<file path="config.mk">
export PLATFORM = sky130hd
export DESIGN_NAME = ex_wb_buffer_flat
export DESIGN_NICKNAME = d
export VERILOG_FILES = /design/src/rtl/cpu16_pkg.sv /design/src/rtl/ex_wb_buffer_if.sv /design/src/rtl/wb_fwd_match.sv /design/src/rtl/ex_wb_buffer.sv /design/src/flat_wrapper.sv
export SDC_FILE = /design/constraint.sdc
export NUM_CORES = 1
export LEC_CHECK = 0
export CORE_MARGIN = 8
export CORE_UTILIZATION = 50
export CTS_CLUSTER_SIZE = 12
export DETAILED_ROUTE_END_ITERATION = 16
export GPL_TIMING_DRIVEN = 1
export PLACE_DENSITY = 0.78
export SETUP_SLACK_MARGIN = 0.2
export SYNTH_ARGS = -nofsm -noshare
export SYNTH_HDL_FRONTEND = slang
export SYNTH_SLANG_ARGS = --single-unit
</file>
<file path="constraint.sdc">
create_clock -name clk -period 2.1 [get_ports clk]
set_input_delay 0.21 -clock clk [delete_from_list [all_inputs] [get_ports clk]]
set_output_delay 0.21 -clock clk [all_outputs]
set_load 0.01 [all_outputs]
</file>
<file path="src/rtl/cpu16_pkg.sv">
// Shared 16-bit CPU definitions: register-file geometry and the writeback entry layout.
package cpu16_pkg;

    localparam int DATA_W     = 16;
    localparam int REG_ADDR_W = 3;

    localparam logic [REG_ADDR_W-1:0] REG_ZERO = 3'd0;

    typedef struct packed {
        logic [REG_ADDR_W-1:0] rd;
        logic                  we;
        logic [DATA_W-1:0]     result;
    } wb_entry_t;

endpackage

</file>
<file path="src/rtl/ex_wb_buffer_if.sv">
// Execute -> writeback buffer bus: execute push side, register-file pop side, forwarding lookup.
interface ex_wb_buffer_if
    import cpu16_pkg::*;
#(
    parameter int DATA_W = cpu16_pkg::DATA_W,
    parameter int ADDR_W = cpu16_pkg::REG_ADDR_W,
    parameter int DEPTH  = 2
);
    localparam int CNT_W = $clog2(DEPTH) + 1;

    logic              flush;
    logic              ex_valid;
    logic              ex_ready;
    logic [ADDR_W-1:0] ex_rd;
    logic              ex_we;
    logic [DATA_W-1:0] ex_result;
    logic              wb_valid;
    logic              wb_ready;
    logic [ADDR_W-1:0] wb_rd;
    logic              wb_we;
    logic [DATA_W-1:0] wb_result;
    logic [ADDR_W-1:0] fwd_rs;
    logic              fwd_hit;
    logic [DATA_W-1:0] fwd_data;
    logic [CNT_W-1:0]  occupancy;

    // Pipeline / register-file side.
    modport master (
        output flush, ex_valid, ex_rd, ex_we, ex_result, wb_ready, fwd_rs,
        input  ex_ready, wb_valid, wb_rd, wb_we, wb_result, fwd_hit, fwd_data, occupancy
    );

    // Buffer side.
    modport slave (
        input  flush, ex_valid, ex_rd, ex_we, ex_result, wb_ready, fwd_rs,
        output ex_ready, wb_valid, wb_rd, wb_we, wb_result, fwd_hit, fwd_data, occupancy
    );

endinterface

</file>
<file path="src/rtl/wb_fwd_match.sv">
// Youngest-first forwarding search over the buffered writeback entries.
module wb_fwd_match
    import cpu16_pkg::*;
#(
    parameter int DATA_W = cpu16_pkg::DATA_W,
    parameter int ADDR_W = cpu16_pkg::REG_ADDR_W,
    parameter int DEPTH  = 2,
    localparam int PTR_W = $clog2(DEPTH),
    localparam int CNT_W = PTR_W + 1
) (
    input  logic [PTR_W-1:0]             wr_ptr_i,
    input  logic [CNT_W-1:0]             count_i,
    input  logic [DEPTH-1:0][ADDR_W-1:0] rd_i,
    input  logic [DEPTH-1:0]             we_i,
    input  logic [DEPTH-1:0][DATA_W-1:0] result_i,
    input  logic [ADDR_W-1:0]            rs_i,
    output logic                         hit_o,
    output logic [DATA_W-1:0]            data_o
);

    // Age k = 0 is the youngest entry, sitting just behind the write pointer.
    logic [DEPTH-1:0][PTR_W-1:0] slot;
    logic [DEPTH-1:0]            match;

    genvar k;
    generate
        for (k = 0; k < DEPTH; k++) begin : g_age
            assign slot[k]  = wr_ptr_i - PTR_W'(k + 1);
            assign match[k] = (CNT_W'(k) < count_i) && we_i[slot[k]] && (rd_i[slot[k]] == rs_i);
        end
    endgenerate

    // Scan oldest to youngest so the youngest match overwrites last.
    always_comb begin
        hit_o  = 1'b0;
        data_o = '0;
        if (rs_i != ADDR_W'(REG_ZERO)) begin
            for (int a = DEPTH - 1; a >= 0; a--) begin
                if (match[a]) begin
                    hit_o  = 1'b1;
                    data_o = result_i[slot[a]];
                end
            end
        end
    end

endmodule

</file>
<file path="src/rtl/ex_wb_buffer.sv">
// Execute-to-writeback FIFO: in-order delivery to the register-file port plus operand forwarding.
module ex_wb_buffer
    import cpu16_pkg::*;
#(
    parameter int DATA_W = cpu16_pkg::DATA_W,
    parameter int ADDR_W = cpu16_pkg::REG_ADDR_W,
    parameter int DEPTH  = 2
) (
    input  logic          clk,
    input  logic          rst_n,
    ex_wb_buffer_if.slave bus
);

    localparam int PTR_W = $clog2(DEPTH);
    localparam int CNT_W = PTR_W + 1;

    logic [CNT_W-1:0]             count_q, count_d;
    logic [PTR_W-1:0]             wr_ptr_q, wr_ptr_d;
    logic [PTR_W-1:0]             rd_ptr_q, rd_ptr_d;
    logic [DEPTH-1:0][ADDR_W-1:0] rd_q;
    logic [DEPTH-1:0]             we_q;
    logic [DEPTH-1:0][DATA_W-1:0] res_q;
    logic                         push, pop;

    // Handshake flags depend only on registered count, so ex_ready never sees wb_ready.
    assign bus.ex_ready  = (count_q != CNT_W'(DEPTH));
    assign bus.wb_valid  = (count_q != '0);
    assign bus.occupancy = count_q;

    assign push = bus.ex_valid & bus.ex_ready;
    assign pop  = bus.wb_valid & bus.wb_ready;

    assign bus.wb_rd     = rd_q[rd_ptr_q];
    assign bus.wb_we     = we_q[rd_ptr_q];
    assign bus.wb_result = res_q[rd_ptr_q];

    // Flush overrides any same-cycle push or pop.
    always_comb begin
        count_d  = count_q;
        wr_ptr_d = wr_ptr_q;
        rd_ptr_d = rd_ptr_q;
        if (bus.flush) begin
            count_d  = '0;
            wr_ptr_d = '0;
            rd_ptr_d = '0;
        end else begin
            if (push) wr_ptr_d = wr_ptr_q + 1'b1;
            if (pop)  rd_ptr_d = rd_ptr_q + 1'b1;
            unique case ({push, pop})
                2'b10:   count_d = count_q + 1'b1;
                2'b01:   count_d = count_q - 1'b1;
                default: count_d = count_q;
            endcase
        end
    end

    always_ff @(posedge clk or negedge rst_n) begin
        if (!rst_n) begin
            count_q  <= '0;
            wr_ptr_q <= '0;
            rd_ptr_q <= '0;
        end else begin
            count_q  <= count_d;
            wr_ptr_q <= wr_ptr_d;
            rd_ptr_q <= rd_ptr_d;
        end
    end

    always_ff @(posedge clk or negedge rst_n) begin
        if (!rst_n) begin
            rd_q  <= '0;
            we_q  <= '0;
            res_q <= '0;
        end else if (push && !bus.flush) begin
            rd_q[wr_ptr_q]  <= bus.ex_rd;
            we_q[wr_ptr_q]  <= bus.ex_we;
            res_q[wr_ptr_q] <= bus.ex_result;
        end
    end

    wb_fwd_match #(
        .DATA_W (DATA_W),
        .ADDR_W (ADDR_W),
        .DEPTH  (DEPTH)
    ) u_fwd (
        .wr_ptr_i (wr_ptr_q),
        .count_i  (count_q),
        .rd_i     (rd_q),
        .we_i     (we_q),
        .result_i (res_q),
        .rs_i     (bus.fwd_rs),
        .hit_o    (bus.fwd_hit),
        .data_o   (bus.fwd_data)
    );

endmodule

</file>
<file path="src/flat_wrapper.sv">
// flat-port wrapper written by rule: the top's interface ports become plain ports
module ex_wb_buffer_flat import cpu16_pkg::*;
#(
    parameter int DATA_W = cpu16_pkg::DATA_W,
    parameter int ADDR_W = cpu16_pkg::REG_ADDR_W,
    parameter int DEPTH  = 2
)
  (clk, rst_n, bus_flush, bus_ex_valid, bus_ex_rd, bus_ex_we, bus_ex_result, bus_wb_ready, bus_fwd_rs, bus_ex_ready, bus_wb_valid, bus_wb_rd, bus_wb_we, bus_wb_result, bus_fwd_hit, bus_fwd_data, bus_occupancy);
  ex_wb_buffer_if #(.DATA_W(DATA_W), .ADDR_W(ADDR_W), .DEPTH(DEPTH)) bus_i ();
  input  logic clk;
  input  logic rst_n;
  input wire logic [$bits(bus_i.flush)-1:0] bus_flush;
  input wire logic [$bits(bus_i.ex_valid)-1:0] bus_ex_valid;
  input wire logic [$bits(bus_i.ex_rd)-1:0] bus_ex_rd;
  input wire logic [$bits(bus_i.ex_we)-1:0] bus_ex_we;
  input wire logic [$bits(bus_i.ex_result)-1:0] bus_ex_result;
  input wire logic [$bits(bus_i.wb_ready)-1:0] bus_wb_ready;
  input wire logic [$bits(bus_i.fwd_rs)-1:0] bus_fwd_rs;
  output wire logic [$bits(bus_i.ex_ready)-1:0] bus_ex_ready;
  output wire logic [$bits(bus_i.wb_valid)-1:0] bus_wb_valid;
  output wire logic [$bits(bus_i.wb_rd)-1:0] bus_wb_rd;
  output wire logic [$bits(bus_i.wb_we)-1:0] bus_wb_we;
  output wire logic [$bits(bus_i.wb_result)-1:0] bus_wb_result;
  output wire logic [$bits(bus_i.fwd_hit)-1:0] bus_fwd_hit;
  output wire logic [$bits(bus_i.fwd_data)-1:0] bus_fwd_data;
  output wire logic [$bits(bus_i.occupancy)-1:0] bus_occupancy;
  assign bus_i.flush = bus_flush;
  assign bus_i.ex_valid = bus_ex_valid;
  assign bus_i.ex_rd = bus_ex_rd;
  assign bus_i.ex_we = bus_ex_we;
  assign bus_i.ex_result = bus_ex_result;
  assign bus_i.wb_ready = bus_wb_ready;
  assign bus_i.fwd_rs = bus_fwd_rs;
  assign bus_ex_ready = bus_i.ex_ready;
  assign bus_wb_valid = bus_i.wb_valid;
  assign bus_wb_rd = bus_i.wb_rd;
  assign bus_wb_we = bus_i.wb_we;
  assign bus_wb_result = bus_i.wb_result;
  assign bus_fwd_hit = bus_i.fwd_hit;
  assign bus_fwd_data = bus_i.fwd_data;
  assign bus_occupancy = bus_i.occupancy;
  ex_wb_buffer #(.DATA_W(DATA_W), .ADDR_W(ADDR_W), .DEPTH(DEPTH)) u_core (.clk(clk), .rst_n(rst_n), .bus(bus_i));
endmodule
</file>
# Word-level counts from Yosys, hierarchy flattened
# Index checks and enable logic that the tools add are counted.
dict set report classes {
  add_sub_neg 5
  n_lt_le_gt_ge 6
  eq_ne 5
  mux 39
  bitwise 2
  reduce_logical 12
}
# op n
set ops {}
lappend ops {{$mux W16} 10}
lappend ops {{$bwmux W32} 1}
lappend ops {{$mux W3} 7}
lappend ops {{$demux W16 S1} 1}
lappend ops {{$mux W1} 14}
lappend ops {{$bwmux W6} 1}
lappend ops {{$eq A3 B3 Y1} 2}
lappend ops {{$logic_and A1 B1 Y1} 6}
lappend ops {{$lt A1 B2 Y1 const B} 3}
lappend ops {{$reduce_bool A2 Y1} 3}
lappend ops {{$reduce_bool A3 Y1} 2}
lappend ops {{$lt A1 B2 Y1 const A} 2}
lappend ops {{$pmux W2 S2} 1}
lappend ops {{$demux W3 S1} 1}
lappend ops {{$add A1 B1 Y1 const B} 2}
lappend ops {{$add A2 B1 Y2 const B} 1}
lappend ops {{$and A1 B1 Y1} 2}
lappend ops {{$bwmux W2} 1}
lappend ops {{$eq A2 B1 Y1 const B} 1}
lappend ops {{$eq A2 B2 Y1 const B} 1}
lappend ops {{$mux W2} 1}
lappend ops {{$ne A2 B2 Y1 const B} 1}
lappend ops {{$sub A2 B1 Y2 const B} 1}
lappend ops {{$demux W1 S1} 1}
lappend ops {{3 further kinds} 3}
dict set report totals {
  regBits 44
  in_bits 28
  out_inout_bits 41
  wordCells 77
}

# Longest topological paths before layout
# Gate-level depths: netlist of the first run.
dict set report logic_depth {
  word_depth 7
  mapped_depth 7
  mapped_depth_nobuf 7
}

# Modules after synthesis
# A second synthesis of the first run with hierarchy kept.
dict set report hier_totals {
  hier_cells 282
  hier_area_um2 2951.6
}
# mod n_inst cells_each area_each_um2 seq_area_each_um2
set modules_own_cells {}
lappend modules_own_cells {ex_wb_buffer 1 131 1975.6 1101.1}
lappend modules_own_cells {wb_fwd_match 1 151 975.9 0.0}

# Worst setup path before layout of the first run
# Ideal clock, no wire load.
dict set report synth_timing {
  path_type {register to output}
  start {register u_core.wr_ptr_q}
  end {output bus_fwd_data[11]}
  arrival_ns 1.859
  required_time_ns 1.890
  slack_ns 0.031
  stages_incl_launch_ff 7
  path_buffers 1
  cell_sequence {dfrtp_1 > buf_6 > mux2i_1 > xnor2_1 > or4_1 > mux2_2 > o22ai_2}
}
dict set report synth_via {
  elab_chain_len 7
  elab_cells_between_ends 22
  cone_classes {add/sub: 1; eq/ne: 2; mux: 15; reduce/logical: 4}
}
# item line_no
set synth_lines {}
lappend synth_lines {{start: declaration} ex_wb_buffer.sv:18} ;# logic [PTR_W-1:0] wr_ptr_q, wr_ptr_d;
lappend synth_lines {{start signal: assignment} ex_wb_buffer.sv:64} ;# wr_ptr_q <= wr_ptr_d;
lappend synth_lines {{$sub A1 B1 Y1 (tied with other cells)} wb_fwd_match.sv:28} ;# assign slot[k] = wr_ptr_i - PTR_W'(k + 1);
lappend synth_lines {{$mux W3 (not written as such) / $mux W1 (equally long branches)} wb_fwd_match.sv:29} ;# assign match[k] = (CNT_W'(k) < count_i) && we_i[slot[k]] && (rd_i[slot[k]] == rs_i);
lappend synth_lines {{$mux W3 (not written as such) (tied with other cells)} wb_fwd_match.sv:29}
lappend synth_lines {{$eq A3 B3 Y1 / $logic_and A1 B1 Y1 (equally long branches)} wb_fwd_match.sv:29}
lappend synth_lines {{$logic_and A1 B1 Y1 / $mux W16 (equally long branches)} {wb_fwd_match.sv:29, wb_fwd_match.sv:39}}
lappend synth_lines {{$mux W16 *} wb_fwd_match.sv:39} ;# if (match[a]) begin
lappend synth_lines {{$mux W16 *} wb_fwd_match.sv:37} ;# if (rs_i != ADDR_W'(REG_ZERO)) begin
lappend synth_lines {{end: declaration} flat_wrapper.sv:25} ;# output wire logic [$bits(bus_i.fwd_data)-1:0] bus_fwd_data;
# Every way passes the cells marked *; elsewhere a longest branch is shown, timed or not. The select of a mux whose other input is x is not followed.

# Final worst setup path of the first run
dict set report layout_timing {
  start {register u_core.wr_ptr_q}
  end {output bus_fwd_data[15]}
}
# Same word-level chain as after synthesis.

==> results.tsv, run 1 <==
stage	metric	value	unit
run_status	status	finished, violations left	
run_status	failing checks	setup timing	
clock_network	TritonCTS Buffers	5	
critical_path	most used cell, CP	buf_6	
grt	grt total ovfl	0	
layout	Ant. Diodes	0	
drt	WL met2	5.18	mm
critical_path	critical-path cell list	buf_6, mux2i_1, xnor2_1, buf_4, nor4_4, buf_4, buf_6, buf_6, o211ai_1, nand2_1, buf_6	
drt	final wirelength	9.86	mm
clock_network	clock slew seen by the registers of the worst setup and hold paths	0.09	ns
grt	vias in the first global route	2838	
die	Starting Density	50.5	%
placement	port buffer count	68	
critical_path	CP peak stage delay	0.44	ns
drt	router iterations before antenna repair	4	
logic_synthesis	Seq cells post-synth	44	
placement	placed cell areas	3960	µm²
drt	vias per cell	5.83	
placement	gpl congestion	0.775	
drt	total number of vias	2793	
timing	f_max	0.378	GHz
timing	Worst-Margin Slew	0.516	ns
drt	max layer used	met4	
timing	crit path time final	2.64	ns
layout	flip-flop and latch area	1100	µm²
critical_path	CP Max Fanout	5	
logic_synthesis	Mapped Area	2940	µm²
die	# IOs	69	
layout	post-route cell area	4530	µm²
die	total core area	5820	µm²
timing	Final period util	126	%
grt	initial antenna violation count	0	
logic_synthesis	Mapped Cells	287	
layout	# fillers	387	
logic_synthesis	dominant cells by area after synthesis	dfrtp_1, mux2_1, mux2_2	
grt	GR Util All Layers	21.5	%
timing	unrepaired setup endpoints after global routing	yes	
grt	largest net degree at the start of global routing	33	
clock_network	clk sink count	44	
placement	post-DP HPWL	5.37	mm
logic_synthesis	Synth top area share	37.5	%
pwr	VDD IR max	0.668	mV
logic_synthesis	Synth area leader	dfrtp_1	
die	row cnt	28	
drt	Metal-1 WL	4.01	mm
drt	routed length on met3	385	µm
pwr	Pleak	2.07	nW
layout	area of the multi-input gates	1860	µm²
layout	share of post-route cells with drive strength above 1	35.4	%
drt	Final ANT Viol Nets	0	
layout	Finished Layout Cells	479	
die	DIE HEIGHT	92.7	µm
clock_network	CTS tree	built	
placement	total placed cells including tap cells	440	
drt	WL/cell	20.6	µm
clock_network	deepest clock path buffer count	2	
timing	# setup viols final	17	
clock_network	Clk Latency, worst-skew pair	0.30	ns
timing	slew margin rel.	65.6	%
critical_path	crit end category	output pin	
hold_path	hold crit path type	in2async	
drt	DRT iter0 DRCs	138	
timing	Hold Vio Cnt, Final	0	
flow_run	max cap viols	0	
timing	Layout Skew	0.00749	ns
clock_network	H-tree Lvls	2	
pwr	cell area power density	1030	nW/µm²
die	die area	8590	µm²
critical_path	CP arrival	2.43	ns
clock_network	clock root buffer	clkbuf_8	
critical_path	Worst setup SP type	flip-flop	
drt	Residual DRC	0	
logic_synthesis	Mean Syn Cell Area	10.2	µm²
logic_synthesis	distinct cell type count after synthesis	31	
critical_path	CP max stage cell	dfrtp_2	
timing	max-slew violation count	0	
logic_synthesis	post-synthesis net count	318	
logic_synthesis	Seq/Total Area, Yosys	37.5	%
layout	Area growth, synth to finish	54.2	%
timing	Final WS setup	-0.544	ns
die	Die X	92.7	µm
critical_path	critical path type	reg2out	
grt	global-route wire length before repair	14.8	mm
critical_path	WP data required	1.89	ns
logic_synthesis	synth warn	0	
layout	final net count	434	
[synth_stat cells]
| master | count |
|---|---|
| inv_1 | 5 |
| mux2i_1 | 9 |
| and2_1 | 1 |
| nor2b_1 | 2 |
| xnor2_1 | 4 |
| mux2_1 | 40 |
| buf_6 | 1 |
| nor4_1 | 1 |
| and3_1 | 15 |
| a21oi_1 | 1 |
| nand4_1 | 1 |
| nor2_1 | 7 |
| o211ai_1 | 15 |
| nand2_1 | 33 |
| nor3_1 | 3 |
| or3_1 | 2 |
| o22ai_2 | 1 |
| ha_1 | 3 |
| or4_1 | 2 |
| buf_2 | 2 |
| clkbuf_1 | 17 |
| a211o_1 | 15 |
| xor2_1 | 4 |
| dfrtp_1 | 44 |
| mux2_2 | 21 |
| nand2b_1 | 16 |
| nor4_4 | 1 |
| nand4b_1 | 1 |
| a221oi_1 | 1 |
| nor3b_1 | 16 |
| buf_1 | 3 |
[cell families (layout without fill, tap and decap cells)]
family / Yosys count / count (layout) / synth area share (%)
AO/OA/AOI/OAI: 33 / 33 / 9.20
XOR/XNOR: 8 / 8 / 2.38
adder cells (fa/ha/maj): 3 / 3 / 1.28
buffers and inverters: 28 / 145 / 3.92
flip-flops: 44 / 44 / 37.5
multiplexers: 70 / 70 / 26.4
AND/OR/NAND/NOR: 101 / 101 / 19.3
[placed cells by master (no fill, tap or decap), drive strengths merged]
cell,n
inv,5
nand2b,16
nand4b,1
o22ai,1
or4,2
nand4,1
nor4,2
bufinv,1
a221oi,1
nor3,3
nand2,33
xor2,4
bufbuf,1
or3,2
a21oi,1
nor2,7
dlygate4sd2,21
buf,78
ha,3
clkdlybuf4s50,29
clkdlybuf4s15,1
nor2b,2
dlygate4sd3,1
and3,15
a211o,15
dfrtp,44
and2,1
clkinv,1
clkbuf,7
nor3b,16
o211ai,15
mux2i,9
mux2,61
xnor2,4
[area by class of cell]
| cell class | instances | area share [%] |
|---|---|---|
| Tap cell | 75 | 2.07 |
| Multi-Input combinational cell | 215 | 41.1 |
| Clock buffer | 6 | 1.82 |
| Timing Repair Buffer | 132 | 29.4 |
| Clock inverter | 2 | 0.856 |
| Sequential cell | 44 | 24.3 |
| Inverter | 5 | 0.414 |
[power breakdown]
group	internal (mW)	total, mW	switching, mW
combinational	1.37	2.38	1.01
clock	0.389	0.697	0.307
sequential	1.20	1.59	0.391
total	2.96	4.67	1.71
[routing by layer]
| layer | track usage [%] | up-vias |
|---|---|---|
| met4 | 6.04 | 0 |
| met2 | 39.2 | 82 |
| li1 | - | 1271 |
| met3 | 3.24 | 20 |
| met1 | 25.5 | 1420 |
| met5 | 0 | - |
[critical path: cells and delay by family (launching register included)]
family	cells	cell delay, ns
AO/OA/AOI/OAI	1	0.08
multiplexers	1	0.28
AND/OR/NAND/NOR	2	0.40
XOR/XNOR	1	0.15
flip-flops	1	0.44
buffers and inverters	6	0.79
[per-stage QoR]
stage / power, mW / setup TNS [ns] / hold WS (ns) / util [%] / worst slack [ns]
detailed placement: 3.68 / -6.96 / 0.199 / 68.1 / -0.449
global route: 4.92 / -9.87 / 0.451 / 77.9 / -0.651
finish: 4.67 / -8.15 / 0.409 / 77.9 / -0.544
CTS: 4.42 / -6.68 / 0.412 / 75.2 / -0.465
floorplan: 2.69 / 0 / -0.0856 / - / 0.0883
global placement: 3.61 / -6.93 / 0.194 / 68.1 / -0.439
[worst paths after layout]
check / end / depth (start not counted) / from / slack (ns)
min in group clk: u_core.res_q[23] / 2 / bus_ex_result[7] / 0.53
max in group asynchronous: u_core.res_q[18] / 3 / rst_n / 1.12
min: u_core.rd_q[5] / 2 / rst_n / 0.41
max: bus_fwd_data[15] / 11 / u_core.wr_ptr_q / -0.54
min reg2reg: u_core.res_q[14] / 1 / u_core.res_q[14] / 0.54
max reg2reg: u_core.res_q[30] / 9 / u_core.bus.occupancy[0] / 0.17
[flip-flops by register name (all words and copies together) (netlist names)]
name                  cells
u_core.bus.occupancy      2
u_core.we_q               2
u_core.wr_ptr_q           1
u_core.res_q             32
u_core.rd_q               6
u_core.rd_ptr_q           1
[what timing repair did]
item                                    CTS  global route
pin swaps                                11             6
resized for setup                       123            24
hold endpoints to repair                 19             0
endpoints found under the setup margin   76            41
gates cloned                              4             1
setup buffers                            19             6
hold buffers                              1             0
Note: power is estimated with default switching activity, not from simulation.
==> run 2, diff against run 1 <==
--- a/config.mk
+++ b/config.mk
@@ -7,7 +7,6 @@
 export LEC_CHECK = 0
 export CORE_MARGIN = 8
 export CORE_UTILIZATION = 50
-export CTS_CLUSTER_SIZE = 12
 export DETAILED_ROUTE_END_ITERATION = 16
 export GPL_TIMING_DRIVEN = 1
 export PLACE_DENSITY = 0.78
==> results of run 2 <==
The final DEF is identical to that of run 1; final timing and power are the same.
